===== config.mk =====
export PLATFORM = sky130hd
export DESIGN_NAME = peak_window_sched_flat
export DESIGN_NICKNAME = d
export VERILOG_FILES = /design/src/rtl/peak_window_sched_pkg.sv /design/src/rtl/peak_window_sched_if.sv /design/src/rtl/peak_window_sched_timer.sv /design/src/rtl/peak_window_sched.sv /design/src/flat_wrapper.sv
export SDC_FILE = /design/constraint.sdc
export NUM_CORES = 1
export LEC_CHECK = 0
export CORE_UTILIZATION = 52
export DETAILED_ROUTE_END_ITERATION = 10
export HOLD_SLACK_MARGIN = 0.12
export PLACE_DENSITY_LB_ADDON = 0.15
export SYNTH_ARGS = -nofsm -noshare
export SYNTH_HDL_FRONTEND = slang
export SYNTH_SLANG_ARGS = --single-unit

===== constraint.sdc =====
create_clock -name clk -period 13.18 [get_ports clk]
set_input_delay 1.318 -clock clk [delete_from_list [all_inputs] [get_ports clk]]
set_output_delay 1.318 -clock clk [all_outputs]
set_load 0.1 [all_outputs]

===== src/rtl/peak_window_sched_pkg.sv =====
// Shared constants and types for the peak-window scheduler: channel geometry,
// window timing defaults and the readout state encoding.
package peak_window_sched_pkg;
  localparam int NCH        = 4;
  localparam int DW         = 48;
  localparam int CHW        = (NCH > 1) ? $clog2(NCH) : 1;
  localparam int PULSE_LEN  = 4;
  localparam int SETTLE_CYC = 4;
  localparam int MIN_PERIOD = 16;

  typedef enum logic {
    IDLE = 1'b0,
    SEND = 1'b1
  } rd_state_e;
endpackage


===== src/rtl/peak_window_sched_if.sv =====
// Readout stream: one snapshotted channel maximum per beat, valid/ready handshake.
interface peak_window_sched_if;
  import peak_window_sched_pkg::*;

  logic [DW-1:0]  out_data;
  logic [CHW-1:0] out_ch;
  logic           out_valid;
  logic           out_ready;
  logic           out_last;

  modport master (output out_data, output out_ch, output out_valid, output out_last,
                  input out_ready);
  modport slave  (input out_data, input out_ch, input out_valid, input out_last,
                  output out_ready);
endinterface


===== src/rtl/peak_window_sched_timer.sv =====
// Window timebase: period counter with latched/clamped length, the shared ms strobe,
// and the settle timer that raises a one-cycle capture pulse after each strobe rise.
module peak_win_timer
  import peak_window_sched_pkg::*;
(
  input  logic        clk,
  input  logic        rst,
  input  logic        enable,
  input  logic [31:0] period_len,
  output logic        ms_out,
  output logic        cap
);
  localparam int SW = $clog2(SETTLE_CYC + 1);

  logic [31:0]   pcnt_q, pcnt_d;
  logic [31:0]   per_q, per_d, per_eff;
  logic          ms_q, ms_d;
  logic          cap_q, cap_d;
  logic [SW-1:0] scnt_q, scnt_d;

  // pcnt is the phase of the strobe presented in the following cycle.
  always_comb begin
    pcnt_d  = '0;
    per_d   = per_q;
    per_eff = per_q;
    ms_d    = 1'b0;
    scnt_d  = '0;
    cap_d   = 1'b0;
    if (enable) begin
      if (pcnt_q == '0) begin
        per_eff = (period_len < 32'(MIN_PERIOD)) ? 32'(MIN_PERIOD) : period_len;
        per_d   = per_eff;
      end
      pcnt_d = (pcnt_q >= per_eff - 32'd1) ? '0 : pcnt_q + 32'd1;
      ms_d   = (pcnt_q < 32'(PULSE_LEN));
      if (ms_d && !ms_q)
        scnt_d = SW'(SETTLE_CYC);
      else if (scnt_q != '0)
        scnt_d = scnt_q - SW'(1);
      cap_d = (scnt_q == SW'(1));
    end
  end

  always_ff @(posedge clk or posedge rst) begin
    if (rst) begin
      pcnt_q <= '0;
      per_q  <= '0;
      ms_q   <= 1'b0;
      scnt_q <= '0;
      cap_q  <= 1'b0;
    end else begin
      pcnt_q <= pcnt_d;
      per_q  <= per_d;
      ms_q   <= ms_d;
      scnt_q <= scnt_d;
      cap_q  <= cap_d;
    end
  end

  assign ms_out = ms_q;
  assign cap    = cap_q;
endmodule


===== src/rtl/peak_window_sched.sv =====
// Peak-detector window controller: drives the shared window strobe, snapshots all
// channel maxima on capture and streams them out one channel per beat.
module peak_window_sched
  import peak_window_sched_pkg::*;
(
  input  logic                clk,
  input  logic                rst,
  input  logic                enable,
  input  logic [31:0]         period_len,
  input  logic                clr_overrun,
  input  logic [NCH*DW-1:0]   max_in,
  output logic                ms_out,
  output logic [15:0]         win_cnt,
  output logic                overrun,
  peak_window_sched_if.master out_if
);
  logic cap;

  peak_win_timer u_timer (
    .clk        (clk),
    .rst        (rst),
    .enable     (enable),
    .period_len (period_len),
    .ms_out     (ms_out),
    .cap        (cap)
  );

  rd_state_e      state_q, state_d;
  logic [DW-1:0]  buf_q [NCH];
  logic [DW-1:0]  buf_d [NCH];
  logic [CHW-1:0] ch_q, ch_d, nxt;
  logic [DW-1:0]  data_q, data_d;
  logic           valid_q, valid_d, last_q, last_d;
  logic [15:0]    win_q, win_d;
  logic           ovr_q, ovr_d;
  logic           hs, load;

  always_comb begin
    state_d = state_q;
    buf_d   = buf_q;
    ch_d    = ch_q;
    data_d  = data_q;
    valid_d = valid_q;
    last_d  = last_q;
    win_d   = win_q;
    ovr_d   = ovr_q & ~clr_overrun;
    hs      = valid_q & out_if.out_ready;
    nxt     = ch_q + CHW'(1);
    load    = 1'b0;
    unique case (state_q)
      IDLE: load = cap;
      SEND: begin
        if (hs && last_q) begin
          // A capture landing on the final handshake starts the next packet back-to-back.
          if (cap) begin
            load = 1'b1;
          end else begin
            state_d = IDLE;
            valid_d = 1'b0;
            last_d  = 1'b0;
          end
        end else begin
          if (cap) ovr_d = 1'b1;
          if (hs) begin
            ch_d   = nxt;
            data_d = buf_q[nxt];
            last_d = (nxt == CHW'(NCH - 1));
          end
        end
      end
      default: ;
    endcase
    if (load) begin
      for (int k = 0; k < NCH; k++) buf_d[k] = max_in[k*DW +: DW];
      win_d   = win_q + 16'd1;
      state_d = SEND;
      ch_d    = '0;
      data_d  = max_in[DW-1:0];
      valid_d = 1'b1;
      last_d  = (NCH == 1);
    end
  end

  always_ff @(posedge clk or posedge rst) begin
    if (rst) begin
      state_q <= IDLE;
      for (int k = 0; k < NCH; k++) buf_q[k] <= '0;
      ch_q    <= '0;
      data_q  <= '0;
      valid_q <= 1'b0;
      last_q  <= 1'b0;
      win_q   <= '0;
      ovr_q   <= 1'b0;
    end else begin
      state_q <= state_d;
      buf_q   <= buf_d;
      ch_q    <= ch_d;
      data_q  <= data_d;
      valid_q <= valid_d;
      last_q  <= last_d;
      win_q   <= win_d;
      ovr_q   <= ovr_d;
    end
  end

  assign out_if.out_data  = data_q;
  assign out_if.out_ch    = ch_q;
  assign out_if.out_valid = valid_q;
  assign out_if.out_last  = last_q;
  assign win_cnt          = win_q;
  assign overrun          = ovr_q;
endmodule

===== src/flat_wrapper.sv =====
// flat-port wrapper written by rule: the top's interface ports become plain ports
module peak_window_sched_flat import peak_window_sched_pkg::*;
  (clk, rst, enable, period_len, clr_overrun, max_in, ms_out, win_cnt, overrun, out_if_out_data, out_if_out_ch, out_if_out_valid, out_if_out_last, out_if_out_ready);
  peak_window_sched_if out_if_i ();
  input  logic clk;
  input  logic rst;
  input  logic enable;
  input  logic [31:0] period_len;
  input  logic clr_overrun;
  input  logic [NCH*DW-1:0] max_in;
  output logic ms_out;
  output logic [15:0] win_cnt;
  output logic overrun;
  output wire logic [$bits(out_if_i.out_data)-1:0] out_if_out_data;
  output wire logic [$bits(out_if_i.out_ch)-1:0] out_if_out_ch;
  output wire logic [$bits(out_if_i.out_valid)-1:0] out_if_out_valid;
  output wire logic [$bits(out_if_i.out_last)-1:0] out_if_out_last;
  input wire logic [$bits(out_if_i.out_ready)-1:0] out_if_out_ready;
  assign out_if_out_data = out_if_i.out_data;
  assign out_if_out_ch = out_if_i.out_ch;
  assign out_if_out_valid = out_if_i.out_valid;
  assign out_if_out_last = out_if_i.out_last;
  assign out_if_i.out_ready = out_if_out_ready;
  peak_window_sched u_core (.clk(clk), .rst(rst), .enable(enable), .period_len(period_len), .clr_overrun(clr_overrun), .max_in(max_in), .ms_out(ms_out), .win_cnt(win_cnt), .overrun(overrun), .out_if(out_if_i));
endmodule

==> metrics.csv, run 1 <==
stage,metric,value,unit
synthesis,synth_adder_area_share,0.0294,
clock_network,h-tree-depth,2,
min_path,min_to,u_core.out_if.out_data[15]$_DFFE_PP0P_,
worst_setup_path,crit_arrival,7210,ps
worst_setup_path,rr_worst_depth,18,
power_and_ir_drop,power.switching,1.80,mW
grt,grt_pass1_vias,13600,
sta,grt_setup_unrepaired,false,
die,initial_utilization,0.528,
drt,wl_per_cell,17.4,µm
synthesis,synth-seq-cells,331,
synthesis,synth_top_area_cell,dfrtp_1,
grt,antenna_found_initial,3,
clock_network,ctsResizeCount,0,
synthesis,synth_flop_cell,dfrtp_1,
worst_setup_path,slowest_delay,580,ps
die,core,0.0315,mm²
synthesis,synth-async-reset-ratio,1.00,
worst_setup_path,start_kind,primary input,
clock_network,numClockSinks,331,
sta,slew_viol_final,0,
drt,firstDrtPassIters,5,
finish,drive_gt1_frac,0.0768,
min_path,worstHoldStart,u_core.out_if.out_data[15]$_DFFE_PP0P_,
sta,clock_skew,18.7,ps
power_and_ir_drop,p_comb_frac,0.411,
power_and_ir_drop,p_int,2.73,mW
power_and_ir_drop,swShare,0.397,
sta,post-route-period-util,0.515,
synthesis,synth_mux_area_frac,0.110,
sta,hold_violations,0,
sta,fin_ws,6400,ps
synthesis,syn_inst,1774,
synthesis,synth-seq-area-share,0.498,
sta,worst_pin_slew,1110,ps
placement,placed_area,0.0199,mm²
drt,drt-initial-drc-count,909,
grt,grt_pass1_wl,70.4,mm
synthesis,synth_top_family_by_area,simple AND/OR/NAND/NOR gates,
worst_setup_path,endpoint_kind,register,
worst_setup_path,r2r_setup_slack,7710,ps
worst_setup_path,required,13600,ps
finish,nets,2301,
placement,globalplace.congestion,0.906,
die,rows,65,
status,status,"complete, no violations",
power_and_ir_drop,clockPowerShare,0.223,
die,die-height,181,µm
die,ioPinCount,299,
drt,vias,13600,
sta,fmax,147,MHz
worst_setup_path,cpMaxStageDelayCell,or4_1,
synthesis,synth_area_leaders,"dfrtp_1, nand2_1, mux4_2",
placement,dp_hpwl,28.9,mm
finish,regArea,0.00829,mm²
synthesis,yosysMostFrequentCell,nand2_1,
run,cap_violations,0,
synthesis,synthXorXnorAreaFrac,0.0416,
clock_network,cts_hold_buf,0,
power_and_ir_drop,power.static_leakage,10.1,nW
clock_network,cts_tree,built,
grt,groute.usage.overall,0.266,
worst_setup_path,r2r_start,u_core.u_timer.pcnt_q[26]$_DFF_PP0_,
die,fp.dieW,181,µm
worst_setup_path,r2r_end,u_core.u_timer.pcnt_q[0]$_DFF_PP0_,
clock_network,cts_root_buffer,clkbuf_16,
sta,setup_viol,0,
drt,drtAntennaViolNets,0,
synthesis,netlist.area_leader.share,0.498,
placement,dp_slack,5960,ps
clock_network,clk_pin_slew_worst_paths,60,ps
finish,stdcell_area,0.0211,mm²
clock_network,clkLatencyLatePin,520,ps
synthesis,ys_warn_count,0,
worst_setup_path,crit_type,in -> reg,
sta,period_minus_slack,6780,ps
clock_network,clockBufferDepth,3,
sta,slew_headroom,0.257,
power_and_ir_drop,p_seq_frac,0.367,
synthesis,ys_types,57,
min_path,min_path_type,reg -> reg,
finish,fillers,2561,
synthesis,synth_nets,2042,
drt,drc_errors,0,
worst_setup_path,crit_fanout,32,
synthesis,syn_avg_cell_area,9.37,µm²
grt,grt_overflow,0,
finish,multi_input_area,0.00798,mm²
drt,totalWireLength,42.8,mm
min_path,holdPathStages,1,
placement,io_buffer_count,298,
sta,tns,0,ps
synthesis,syn-cell-area,0.0166,mm²
synthesis,synth_edf_count,0,
finish,layout-area-overhead-vs-synth,27.1,%
drt,vias_per_cell,5.51,
worst_setup_path,path_cells,clkdlybuf4s50_1 > or4_1 > or3_4 > or4_4 > and3_1 > a21oi_1 > ha_1 > nor4b_1 > o31a_1 > a32o_2 > nand2b_2 > a21oi_1 > xor2_1 > ha_1 > a21o_1 > a2111oi_0 > o31ai_1 > o2bb2ai_1 > a31o_2 > nor3b_1,
clock_network,cts_buffers,38,
die,die_area,0.0327,mm²
power_and_ir_drop,p_per_area,215,mW/mm²
grt,grt_max_degree,218,
synthesis,synth-compound-area-share,0.0586,
synthesis,netlist_top_cells_count,"nand2_1, dfrtp_1, clkbuf_1",
synthesis,synth-simple-area-share,0.239,
clock_network,cts_setup_buffers,0,
power_and_ir_drop,peakVddDrop,0.000268,V
==> cell usage in the layout, fill, tap and decap left out, types with 3 or more instances in the layout <==
master and n:
a2111oi_0 3, a21o_1 42, a21oi_1 52, a31oi_1 5, and3_1 12, and4_1 9
buf_4 9, clkbuf_1 8, clkbuf_16 38, clkbuf_8 13, clkdlybuf4s50_1 298, dfrtp_1 330
diode_2 3, ha_1 38, inv_1 11, mux2_2 26, mux2i_1 47, mux4_2 46
nand2_1 716, nand2b_1 5, nand3_1 22, nand4_1 20, nand4b_1 3, nor2_1 74
nor2b_1 5, nor3_1 21, nor3b_1 3, nor4_1 21, nor4b_1 3, o21ai_0 34
o21bai_1 3, o31ai_1 5, or3_1 7, or4_1 9, xnor2_1 60, xor2_1 19
==> cell type report <==
cell class                 instances  area share
sequential                       331       0.392
timing repair buffer             309       0.146
inverter                          12     0.00249
clock inverter                     5     0.00201
multi-input combinational       1341       0.378
clock buffer                      59      0.0549
antenna                            3    0.000355
tap                              402      0.0238
==> cells by family after synthesis <==
| family | Yosys count |
|---|---|
| AO/OA/AOI/OAI | 158 |
| XOR/XNOR | 79 |
| adder cells (fa/ha/maj) | 39 |
| buffers and inverters | 102 |
| flip-flops | 331 |
| multiplexers | 121 |
| AND/OR/NAND/NOR | 944 |
==> flip-flops by register name (all words and copies together), names as in the netlist <==
name,flops
u_core.out_if.out_last,1
u_core.u_timer.cap,1
u_core.out_if.out_data,48
u_core.out_if.out_valid,1
u_core.u_timer.scnt_q,3
u_core.win_cnt,16
u_core.u_timer.per_q,32
u_core.state_q,1
u_core.out_if.out_ch,2
u_core.u_timer.ms_out,1
u_core.u_timer.pcnt_q,32
u_core.buf_q,192
u_core.overrun,1
==> worst max-delay path: cells and delay by family <==
kind            cells  cell delay [ps]
buf+inv             1              520
simple gates        7             2390
xor+xnor            1              180
fa+ha+maj           2              580
compound gates      9             2190
==> worst max-delay path by stage <==
stage                         from                            endpoint  slack, ps  cells after the start
global route        period_len[10]  u_core.u_timer.pcnt_q[0]$_DFF_PP0_       6080                     20
floorplan                      rst         u_core.buf_q[0]$_DFFE_PP0P_       2690                      1
global placement    period_len[14]  u_core.u_timer.pcnt_q[0]$_DFF_PP0_       6120                     19
detailed placement  period_len[14]  u_core.u_timer.pcnt_q[0]$_DFF_PP0_       5960                     20
CTS                 period_len[14]  u_core.u_timer.pcnt_q[0]$_DFF_PP0_       6470                     20
finish              period_len[14]  u_core.u_timer.pcnt_q[0]$_DFF_PP0_       6400                     20
==> power groups by stage <==
stage / Combinational (mW) / Clock [mW] / Sequential (mW)
2_1_floorplan: 0.911 / 0 / 2.13
3_3_place_gp: 1.83 / 0 / 1.65
3_5_place_dp: 1.86 / 0 / 1.67
4_1_cts: 1.87 / 1.03 / 1.66
5_1_grt: 2.01 / 1.08 / 1.71
6_report: 1.86 / 1.01 / 1.66
==> per-stage QoR <==
stage | hold WS, ps | instances | util | total power [mW]
5_1_grt | 482 | 2462 | 0.671 | 4.80
2_1_floorplan | 435 | 1774 | - | 3.04
4_1_cts | 472 | 2459 | 0.671 | 4.57
3_5_place_dp | 457 | 2395 | 0.633 | 3.54
3_3_place_gp | 451 | 2395 | 0.633 | 3.48
6_report | 473 | 2462 | 0.671 | 4.53
==> metal layers <==
metal | part of all wire | GRT usage
met1 | 0.45 | 0.373
met5 | 0 | 0
met3 | 0.061 | 0.0454
met2 | 0.46 | 0.417
met4 | 0.033 | 0.102
Power figures use the tool's default switching activity.
==> inputs of run 2 (changes only) <==
Settings changed: CORE_UTILIZATION 52 to 48.
Clock period 13.18 ns to 5.6 ns, I/O delays scaled along.
==> run 2 against run 1 <==
Net effect:
- die area is 8.2% higher
- global-route usage is 1.4 points lower
- final cell count is 3.6% higher
- register-to-register slack worse by 7200 ps
- sequential power is 130% higher
- largest cell class unchanged
- hold slack worse by 4.7 ps
- highest routed layer unchanged
- clock skew is 2.2 ps higher
- wire length is 3.6% higher
- count of clock-buffer cells in the layout is 6 lower
- flip-flop and latch count stayed put
- utilization is 3.2 points lower
- non-clock buffer count is 39 higher
==> metrics.csv, run 2 (same netlist as run 1, synthesis figures left out) <==
stage,metric,value,unit
die,rows,67,
run,cap_violations,0,
drt,vias,13600,
finish,layout-area-overhead-vs-synth,29.8,%
sta,post-route-period-util,0.957,
drt,totalWireLength,44.4,mm
grt,grt_pass1_vias,13500,
min_path,min_path_type,reg -> reg,
worst_setup_path,crit_fanout,19,
clock_network,cts_buffers,37,
sta,clock_skew,20.9,ps
placement,placed_area,0.0203,mm²
clock_network,cts_root_buffer,clkbuf_16,
sta,period_minus_slack,5360,ps
worst_setup_path,cpMaxStageDelayCell,or4_1,
sta,tns,0,ps
die,ioPinCount,299,
sta,worst_pin_slew,1160,ps
grt,groute.usage.overall,0.252,
worst_setup_path,crit_arrival,5800,ps
worst_setup_path,crit_type,in -> reg,
drt,drt-initial-drc-count,872,
worst_setup_path,crit_top_cell,a21o_1,
finish,drive_gt1_frac,0.0991,
grt,top_usage_layer,met2,
worst_setup_path,start_kind,primary input,
power_and_ir_drop,peakVddDrop,0.000449,V
worst_setup_path,required,6040,ps
placement,io_buffer_count,298,
die,initial_utilization,0.492,
grt,use_met2,0.401,
grt,use_met1,0.355,
die,fp.dieW,188,µm
worst_setup_path,path_cells,clkdlybuf4s50_1 > or4_1 > or3_4 > or4_4 > and3_1 > a21oi_2 > ha_2 > nor4b_2 > o31a_1 > a32o_2 > nand2b_2 > buf_4 > nand4bb_1 > and3_1 > ha_1 > a21o_1 > a21o_1 > a21o_1 > a21oi_1 > o2bb2ai_1 > a31o_2 > buf_12 > nor2_1,
status,status,"complete, no violations",
grt,antenna_found_initial,3,
finish,fillers,2821,
die,die_area,0.0354,mm²
finish,layout_commonest_cell,nand2_1,
sta,setup_viol,0,
finish,stdcell_area,0.0216,mm²
worst_setup_path,critPathBufInv,3,
grt,grt_overflow,0,
sta,fmax,187,MHz
clock_network,h-tree-depth,2,
sta,slew_headroom,0.230,
clock_network,clk_pin_slew_worst_paths,60,ps
clock_network,cts_hold_buf,0,
sta,slew_viol_final,0,
placement,globalplace.congestion,0.868,
clock_network,numClockSinks,331,
grt,use_met3,0.0496,
worst_setup_path,slowest_delay,570,ps
finish,nets,2339,
drt,drtAntennaViolNets,0,
worst_setup_path,crit_family,simple AND/OR/NAND/NOR gates,
drt,wl_per_cell,17.4,µm
die,die-height,188,µm
power_and_ir_drop,p_per_area,498,mW/mm²
power_and_ir_drop,power.static_leakage,10.3,nW
grt,grt_max_degree,134,
worst_setup_path,endpoint_kind,register,
grt,grt_pass1_wl,71.7,mm
drt,firstDrtPassIters,5,
clock_network,clockBufferDepth,3,
drt,vias_per_cell,5.34,
die,core,0.0338,mm²
drt,drc_errors,0,
finish,mostFrequentLayoutCells,"nand2_1, dfrtp_1, clkdlybuf4s50_1",
clock_network,clkLatencyLatePin,530,ps
finish,largest_reg_flops,192,
sta,hold_violations,0,
finish,max_flop_register,u_core.buf_q,
placement,dp_hpwl,30.5,mm
clock_network,cts_tree,built,
## run 2: cell count changes in the layout (fill, tap and decap cells not counted), moves of 2 or more
cell | previous run | this run
clkinv_2 | 2 | 10
nor4b_1 | 3 | 1
buf_12 | 2 | 6
clkbuf_8 | 13 | 7
a21oi_2 | 0 | 3
a2111oi_0 | 3 | 1
a21oi_1 | 52 | 49
bufinv_16 | 0 | 2
nor4b_2 | 0 | 2
buf_4 | 9 | 44
## run 2: area by class of cell
cell class	instances	area (µm²)	share of cell area
repair buffers	348	3430	0.159
clock buffers	53	1080	0.0499
flip-flops and latches	331	8290	0.384
inverters	12	48.8	0.00226
multi-input cells	1341	8020	0.372
diodes	3	7.51	0.000348
clock inverters	14	146	0.00678
well taps	448	561	0.0260
## run 2: per-layer routing
layer,wire length [µm],up-vias
met5,0,-
met4,873,0
met3,3000,58
met2,20600,421
met1,19900,6600
li1,-,6550
## run 2: where the power goes
group | switching, mW | internal [mW]
logic | 2.71 | 1.71
clock network | 0.988 | 1.44
registers | 0.580 | 3.32
total | 4.28 | 6.48
## run 2: what timing repair did
item                                    CTS  global route
endpoints found under the setup margin    0            32
hold endpoints to repair                  0             0
setup buffers                             0             1
resized for setup                         0            11
## run 2: path summary, 6_finish.rpt
| path | startpoint | end | slack, ps | cells after the start |
|---|---|---|---|---|
| max | period_len[14] | u_core.u_timer.pcnt_q[24]$_DFF_PP0_ | 240 | 23 |
| min | u_core.buf_q[161]$_DFFE_PP0P_ | u_core.buf_q[161]$_DFFE_PP0P_ | 470 | 2 |
| max reg2reg | u_core.u_timer.pcnt_q[24]$_DFF_PP0_ | u_core.u_timer.pcnt_q[24]$_DFF_PP0_ | 490 | 21 |
| min reg2reg | u_core.buf_q[161]$_DFFE_PP0P_ | u_core.buf_q[161]$_DFFE_PP0P_ | 470 | 2 |
| max in group asynchronous | rst | u_core.buf_q[56]$_DFFE_PP0P_ | 3880 | 3 |
| min in group asynchronous | rst | u_core.u_timer.per_q[27]$_DFFE_PP0P_ | 540 | 2 |
## run 2: worst min-delay path: stages (launching register included)
cell     delay (ps)
dfrtp_1         330
nand2_1          50
nand2_1          50
## run 2: per-stage QoR
stage / instances / setup WS [ps] / hold slack [ps] / total power, mW / utilization
floorplan: 1774 / 291 / 435 / 7.15 / -
global placement: 2479 / -203 / 451 / 8.25 / 0.601
detailed placement: 2479 / -452 / 457 / 8.36 / 0.601
CTS: 2546 / 100 / 471 / 10.9 / 0.637
global route: 2548 / -25.1 / 484 / 11.4 / 0.639
finish: 2550 / 242 / 468 / 10.8 / 0.639
